`src/rtl/g2b_pkg.sv`:
```
// ============================================================================
// Module   : g2b_pkg
// Brief    : Register map and status bit positions for simple_gray2bin.
// Revision : 1.0
// ============================================================================
`default_nettype none

package g2b_pkg;

    typedef enum logic [1:0] {
        ADDR_DATA  = 2'd0,
        ADDR_RAW   = 2'd1,
        ADDR_LEVEL = 2'd2,
        ADDR_CTL   = 2'd3
    } reg_addr_e;

    localparam int EMPTY   = 0;
    localparam int FULL    = 1;
    localparam int OVF     = 2;
    localparam int UDF     = 3;
    localparam int CLR_BIT = 0;

endpackage

`default_nettype wire

```
`src/rtl/simple_gray2bin_if.sv`:
```
// ============================================================================
// Module   : simple_gray2bin_if
// Brief    : Enable/addr/write/read register bus with access-complete response.
// Revision : 1.0
// ============================================================================
`default_nettype none

interface simple_gray2bin_if #(
    parameter int DATA_W = 8
) ();
    logic              enable;
    logic [1:0]        addr;
    logic              write;
    logic              read;
    logic [DATA_W-1:0] wdata;
    logic [DATA_W-1:0] rdata;
    logic              ready;
    logic              resp;

    modport master (
        output enable, addr, write, read, wdata,
        input  rdata, ready, resp
    );

    modport slave (
        input  enable, addr, write, read, wdata,
        output rdata, ready, resp
    );
endinterface

`default_nettype wire

```
`src/rtl/g2b_sync_fifo.sv`:
```
// ============================================================================
// Module   : g2b_sync_fifo
// Brief    : Synchronous FIFO with extra-MSB pointers, clear and fill level.
// Revision : 1.0
// ============================================================================
`default_nettype none

module g2b_sync_fifo #(
    parameter int DATA_W = 8,
    parameter int DEPTH  = 16,
    localparam int AW    = $clog2(DEPTH)
) (
    input  wire logic              clk,
    input  wire logic              rst,
    input  wire logic              push_i,
    input  wire logic              pop_i,
    input  wire logic              clr_i,
    input  wire logic [DATA_W-1:0] wdata_i,
    output logic                   full_o,
    output logic                   empty_o,
    output logic [AW:0]            level_o,
    output logic [DATA_W-1:0]      head_o
);

    logic [DATA_W-1:0] mem_q [DEPTH];
    logic [AW:0]       wr_ptr_q, wr_ptr_d;
    logic [AW:0]       rd_ptr_q, rd_ptr_d;
    logic              do_push;

    assign full_o  = (wr_ptr_q[AW] != rd_ptr_q[AW]) &&
                     (wr_ptr_q[AW-1:0] == rd_ptr_q[AW-1:0]);
    assign empty_o = (wr_ptr_q == rd_ptr_q);
    assign level_o = wr_ptr_q - rd_ptr_q;
    assign head_o  = mem_q[rd_ptr_q[AW-1:0]];
    assign do_push = push_i && !full_o && !clr_i;

    always_comb begin
        wr_ptr_d = wr_ptr_q;
        rd_ptr_d = rd_ptr_q;
        if (clr_i) begin
            wr_ptr_d = '0;
            rd_ptr_d = '0;
        end else begin
            if (do_push) begin
                wr_ptr_d = wr_ptr_q + {{AW{1'b0}}, 1'b1};
            end
            if (pop_i && !empty_o) begin
                rd_ptr_d = rd_ptr_q + {{AW{1'b0}}, 1'b1};
            end
        end
    end

    always_ff @(posedge clk) begin
        if (rst) begin
            wr_ptr_q <= '0;
            rd_ptr_q <= '0;
        end else begin
            wr_ptr_q <= wr_ptr_d;
            rd_ptr_q <= rd_ptr_d;
        end
    end

    // Storage needs no reset: pointers alone define which entries are valid.
    always_ff @(posedge clk) begin
        if (do_push) begin
            mem_q[wr_ptr_q[AW-1:0]] <= wdata_i;
        end
    end

endmodule

`default_nettype wire

```
`src/rtl/simple_gray2bin.sv`:
```
// ============================================================================
// Module   : simple_gray2bin
// Brief    : Register-mapped Gray-to-binary decoder in front of a sync FIFO.
// Revision : 1.0
// ============================================================================
`default_nettype none

module simple_gray2bin
    import g2b_pkg::*;
#(
    parameter int DATA_W     = 8,
    parameter int FIFO_DEPTH = 16
) (
    input  wire logic         clk,
    input  wire logic         rst,
    simple_gray2bin_if.slave  bus
);

    localparam int AW = $clog2(FIFO_DEPTH);

    logic              push, pop, clr;
    logic              fifo_full, fifo_empty;
    logic [AW:0]       fifo_level;
    logic [DATA_W-1:0] fifo_head;

    logic [DATA_W-1:0] rdata_q, rdata_d;
    logic              ready_q, ready_d;
    logic              resp_q,  resp_d;
    logic              ovf_q,   ovf_d;
    logic              udf_q,   udf_d;

    // Each binary bit is the XOR of all Gray bits at or above it.
    function automatic logic [DATA_W-1:0] gray2bin(input logic [DATA_W-1:0] g);
        logic [DATA_W-1:0] b;
        for (int i = 0; i < DATA_W; i++) begin
            b[i] = ^(g >> i);
        end
        return b;
    endfunction

    g2b_sync_fifo #(
        .DATA_W (DATA_W),
        .DEPTH  (FIFO_DEPTH)
    ) u_fifo (
        .clk     (clk),
        .rst     (rst),
        .push_i  (push),
        .pop_i   (pop),
        .clr_i   (clr),
        .wdata_i (bus.wdata),
        .full_o  (fifo_full),
        .empty_o (fifo_empty),
        .level_o (fifo_level),
        .head_o  (fifo_head)
    );

    always_comb begin
        push    = 1'b0;
        pop     = 1'b0;
        clr     = 1'b0;
        ready_d = bus.enable && (bus.write || bus.read);
        resp_d  = 1'b0;
        rdata_d = '0;
        ovf_d   = ovf_q;
        udf_d   = udf_q;

        if (bus.enable && bus.write && bus.read) begin
            resp_d = 1'b1;
        end else if (bus.enable && bus.write) begin
            case (reg_addr_e'(bus.addr))
                ADDR_DATA: begin
                    if (fifo_full) begin
                        resp_d = 1'b1;
                        ovf_d  = 1'b1;
                    end else begin
                        push = 1'b1;
                    end
                end
                ADDR_RAW, ADDR_LEVEL: resp_d = 1'b1;
                ADDR_CTL: begin
                    if (bus.wdata[CLR_BIT]) begin
                        clr   = 1'b1;
                        ovf_d = 1'b0;
                        udf_d = 1'b0;
                    end
                end
                default: resp_d = 1'b1;
            endcase
        end else if (bus.enable && bus.read) begin
            case (reg_addr_e'(bus.addr))
                ADDR_DATA: begin
                    if (fifo_empty) begin
                        resp_d = 1'b1;
                        udf_d  = 1'b1;
                    end else begin
                        pop     = 1'b1;
                        rdata_d = gray2bin(fifo_head);
                    end
                end
                ADDR_RAW: begin
                    if (fifo_empty) begin
                        resp_d = 1'b1;
                    end else begin
                        rdata_d = fifo_head;
                    end
                end
                ADDR_LEVEL: rdata_d = DATA_W'(fifo_level);
                ADDR_CTL: begin
                    rdata_d[EMPTY] = fifo_empty;
                    rdata_d[FULL]  = fifo_full;
                    rdata_d[OVF]   = ovf_q;
                    rdata_d[UDF]   = udf_q;
                end
                default: resp_d = 1'b1;
            endcase
        end
    end

    always_ff @(posedge clk) begin
        if (rst) begin
            rdata_q <= '0;
            ready_q <= 1'b0;
            resp_q  <= 1'b0;
            ovf_q   <= 1'b0;
            udf_q   <= 1'b0;
        end else begin
            rdata_q <= rdata_d;
            ready_q <= ready_d;
            resp_q  <= resp_d;
            ovf_q   <= ovf_d;
            udf_q   <= udf_d;
        end
    end

    assign bus.rdata = rdata_q;
    assign bus.ready = ready_q;
    assign bus.resp  = resp_q;

endmodule

`default_nettype wire
```
`src/flat_wrapper.sv`:
```
// flat-port wrapper written by rule: the top's interface ports become plain ports
module simple_gray2bin_flat import g2b_pkg::*;
#(
    parameter int DATA_W     = 8,
    parameter int FIFO_DEPTH = 16
)
  (clk, rst, bus_enable, bus_addr, bus_write, bus_read, bus_wdata, bus_rdata, bus_ready, bus_resp);
  simple_gray2bin_if #(.DATA_W(DATA_W)) bus_i ();
  input  wire logic clk;
  input  wire logic rst;
  input wire logic [$bits(bus_i.enable)-1:0] bus_enable;
  input wire logic [$bits(bus_i.addr)-1:0] bus_addr;
  input wire logic [$bits(bus_i.write)-1:0] bus_write;
  input wire logic [$bits(bus_i.read)-1:0] bus_read;
  input wire logic [$bits(bus_i.wdata)-1:0] bus_wdata;
  output wire logic [$bits(bus_i.rdata)-1:0] bus_rdata;
  output wire logic [$bits(bus_i.ready)-1:0] bus_ready;
  output wire logic [$bits(bus_i.resp)-1:0] bus_resp;
  assign bus_i.enable = bus_enable;
  assign bus_i.addr = bus_addr;
  assign bus_i.write = bus_write;
  assign bus_i.read = bus_read;
  assign bus_i.wdata = bus_wdata;
  assign bus_rdata = bus_i.rdata;
  assign bus_ready = bus_i.ready;
  assign bus_resp = bus_i.resp;
  simple_gray2bin #(.DATA_W(DATA_W), .FIFO_DEPTH(FIFO_DEPTH)) u_core (.clk(clk), .rst(rst), .bus(bus_i));
endmodule
```
`config.mk`:
```
export PLATFORM = sky130hd
export DESIGN_NAME = simple_gray2bin_flat
export DESIGN_NICKNAME = d
export VERILOG_FILES = /design/src/rtl/g2b_pkg.sv /design/src/rtl/simple_gray2bin_if.sv /design/src/rtl/g2b_sync_fifo.sv /design/src/rtl/simple_gray2bin.sv /design/src/flat_wrapper.sv
export SDC_FILE = /design/constraint.sdc
export NUM_CORES = 1
export LEC_CHECK = 0
export CORE_MARGIN = 8
export CORE_UTILIZATION = 54
export CTS_CLUSTER_SIZE = 25
export DETAILED_ROUTE_END_ITERATION = 8
export MAX_ROUTING_LAYER = met4
export PLACE_DENSITY = 0.71
export SLEW_MARGIN = 20
export SYNTH_ARGS = -nofsm -noshare
export SYNTH_HDL_FRONTEND = slang
export SYNTH_SLANG_ARGS = --single-unit
export TNS_END_PERCENT = 100
```
`constraint.sdc`:
```
create_clock -name clk -period 3.4 [get_ports clk]
set_input_delay 0.85 -clock clk [delete_from_list [all_inputs] [get_ports clk]]
set_output_delay 0.85 -clock clk [all_outputs]
set_load 0.02 [all_outputs]
```
==> results.toml <==
[outcome]
status = "finished clean"

[layout]
design_area_um2 = 7570
final_cell_count_no_fill = 602
fillerInstances = 817
antenna_cells_inserted = 0
drive_above_1_share_pct = 16.7
finalNetCount = 472
area_delta_synth_final_pct = 16.7

[routing]
num_vias = 3536
first_iter_violations = 292
drt-total-wl_mm = 13.2
drc = 0
routed_via_density = 5.87
wire_per_inst_um = 22.0
drt-pass1-iter-count = 5
antenna_left = 0

[yosys]
avgSynthCellArea_um2 = 16.8
synth_seq_cells = 154
synth_ff_type = "edfxtp_1"
synth_edf_count = 128
syn_nets = 417
synthCells = 387
yosysWarnings = 0
synthDistinctLibCells = 47
synth_seq_area_share_pct = 67.3
synth_area_um2 = 6490
async_flop_share_pct = 0

[critical_path]
cp.required_ns = 3.71
crit_buf_inv = 1
worstPathArrival_ns = 3.39
start_kind = "flip-flop"
crit_chain = "buf_4 -> mux4_1 -> mux2i_1 -> mux2i_1 -> xnor2_2 -> xnor2_2 -> xnor2_1 -> xnor2_1 -> a31o_1"
cp.depth = 9
cpMaxStageDelayCell = "dfxtp_2"
cp_max_fo = 14
critPathKind = "flip-flop to flip-flop"
slowest_delay_ns = 0.66
critPathCaptureType = "flip-flop"
ff2ff_path_depth = 9
crit_family = "multiplexers"

[pwr]
pwr-share-clk_pct = 45.7
comb_power_share_pct = 2.3
seqPwrFrac_pct = 52.0
p_leak_nw = 2.53
powerDensity_nw_per_um2 = 520
power_switching_mw = 0.744
switching_share_pct = 18.9
ir_drop_uv = 405
cellInternalPower_mw = 3.19

[sta]
worst_slew_pin_slew_ns = 0.704
finalClockSkew_ns = 0.00715
min_period_ns = 3.08
max_slew_margin_pct = 52.9
fin_tns_setup_ns = 0
fmax_mhz = 325
drv_slew = 0
setup_violations = 0
post-route-period-util_pct = 90.5
finalHoldViolations = 0
rsz0062_at_grt = "false"

[place]
hpwl_mm = 9.01
portBuffers = 24
gp_congestion = 0.833
place_inst = 570
dpl_cell_area_um2 = 7000

[clock_network]
h-tree-depth = 4
cts_setup_buffers = 0
cts.path.max_buffers = 2
hold_buffers = 0
insertion_delay_ns = 0.42
clk_pin_slew_worst_paths_ns = 0.06
cts_root_buf = "clkbuf_16"
cts_resized = 0
cts_made_buffers = 17
cts_sinks = 154
cts_tree = "yes"

[die]
core_um2 = 11900
die_y_um = 126
dieWidth_um = 126
die_area_um2 = 15800
placementRows = 40
io_pins = 25
initial_core_util_pct = 54.7

[global_route]
grt_usage_pct = 18.3
grt_pass1_vias = 3553
grt_max_degree = 18
overflow = 0
grt_pass1_wl_mm = 20.6
antenna_found_initial = 0

[job]
maxCapViolations = 0

[hold_path]
whs_path_depth = 2
hold_class = "flip-flop to flip-flop"
==> Yosys cell counts, drive strengths merged, types with 3 or more instances <==
cell type | number | share of area (%)
a21oi | 7 | 0.54
a222oi | 4 | 0.62
a22oi | 8 | 1.0
and2 | 5 | 0.48
buf | 13 | 1.6
clkbuf | 3 | 0.19
dfxtp | 26 | 8.0
edfxtp | 128 | 59
ha | 14 | 2.7
inv | 12 | 0.69
mux2i | 9 | 1.4
mux4 | 31 | 12
nand2 | 15 | 0.87
nand2b | 3 | 0.29
nand3 | 10 | 0.85
nand4 | 4 | 0.39
nor2 | 42 | 2.4
nor2b | 3 | 0.29
nor3 | 5 | 0.39
o21ai | 4 | 0.37
xnor2 | 15 | 2.3
xor2 | 8 | 1.1
==> final timing paths <==
path,endpoint,slack [ns],start
min reg2reg,u_core.udf_q,0.47,u_core.udf_q
min,u_core.udf_q,0.47,u_core.udf_q
max reg2reg,u_core.bus.rdata[0],0.32,flip-flop
max,u_core.bus.rdata[0],0.32,flip-flop
==> metal layers <==
layer	part of all wire (%)	global-route usage [%]
met5	0	-
met4	2.3	8.24
met3	4.8	4.25
met2	50	29.3
met1	43	21.9
==> worst min-delay path: cells and delay by family, from the launching register on <==
kind | cells | cell delay [ns]
buffers and inverters | 1 | 0.05
AOI/OAI and AO/OA | 1 | 0.06
DFF | 1 | 0.31
==> cell families (layout without fill, tap and decap cells) <==
| kind of cell | Yosys count | in the layout | synth area share [%] |
|---|---|---|---|
| DFF | 154 | 154 | 67.3 |
| xor gates and xnor gates | 23 | 23 | 3.34 |
| adders and majority gates | 15 | 15 | 3.01 |
| muxes | 40 | 40 | 13.2 |
| buffers and inverters | 28 | 96 | 2.53 |
| AOI/OAI and AO/OA | 35 | 35 | 4.13 |
| and+or+nand+nor | 92 | 92 | 6.52 |
==> layout by cell type (no fill, tap or decap), types with 8 or more instances in the layout <==
cell,instances
buf_4,28
clkbuf_16,17
clkdlybuf4s50_1,24
dfxtp_1,25
edfxtp_1,128
ha_1,14
inv_1,12
mux2i_1,9
mux4_1,18
mux4_2,13
nand2_1,15
nand3_1,9
nor2_1,42
xnor2_1,13
xor2_1,8
==> area by class of cell <==
type	count	area (um2)	share of cell area, %
Multi-Input combinational cell	205	1960	25.9
Timing Repair Buffer	52	450	5.95
Clock inverter	8	95.1	1.26
Clock buffer	24	472	6.23
Tap cell	147	184	2.43
Inverter	12	45.0	0.595
Sequential cell	154	4370	57.7
==> sequential cells by signal (all words and copies together), names as in the netlist, named ones only <==
signal and flops:
u_core.bus.rdata 8, u_core.bus.ready 1, u_core.bus.resp 1, u_core.ovf_q 1, u_core.u_fifo.mem_q 128, u_core.u_fifo.rd_ptr_q 5
u_core.u_fifo.wr_ptr_q 5, u_core.udf_q 1
==> power by group through the flow <==
stage	Sequential (mW)	Clock, mW	Combinational (mW)
floorplan	2.09	0	0.0326
global placement	2.09	0	0.0885
detailed placement	2.09	0	0.0905
CTS	2.05	1.82	0.0910
global route	2.05	1.91	0.0988
finish	2.05	1.80	0.0915
==> through the flow <==
| step | power [mW] | utilization (%) | worst slack, ns | hold slack [ns] |
|---|---|---|---|---|
| floorplan | 2.12 | - | 0.143 | 0.432 |
| global placement | 2.17 | 59.0 | 0.304 | 0.449 |
| detailed placement | 2.18 | 59.0 | 0.233 | 0.457 |
| CTS | 3.96 | 63.8 | 0.282 | 0.467 |
| global route | 4.05 | 63.8 | 0.175 | 0.477 |
| finish | 3.93 | 63.8 | 0.322 | 0.469 |
Note: power is estimated with default switching activity, not from simulation.
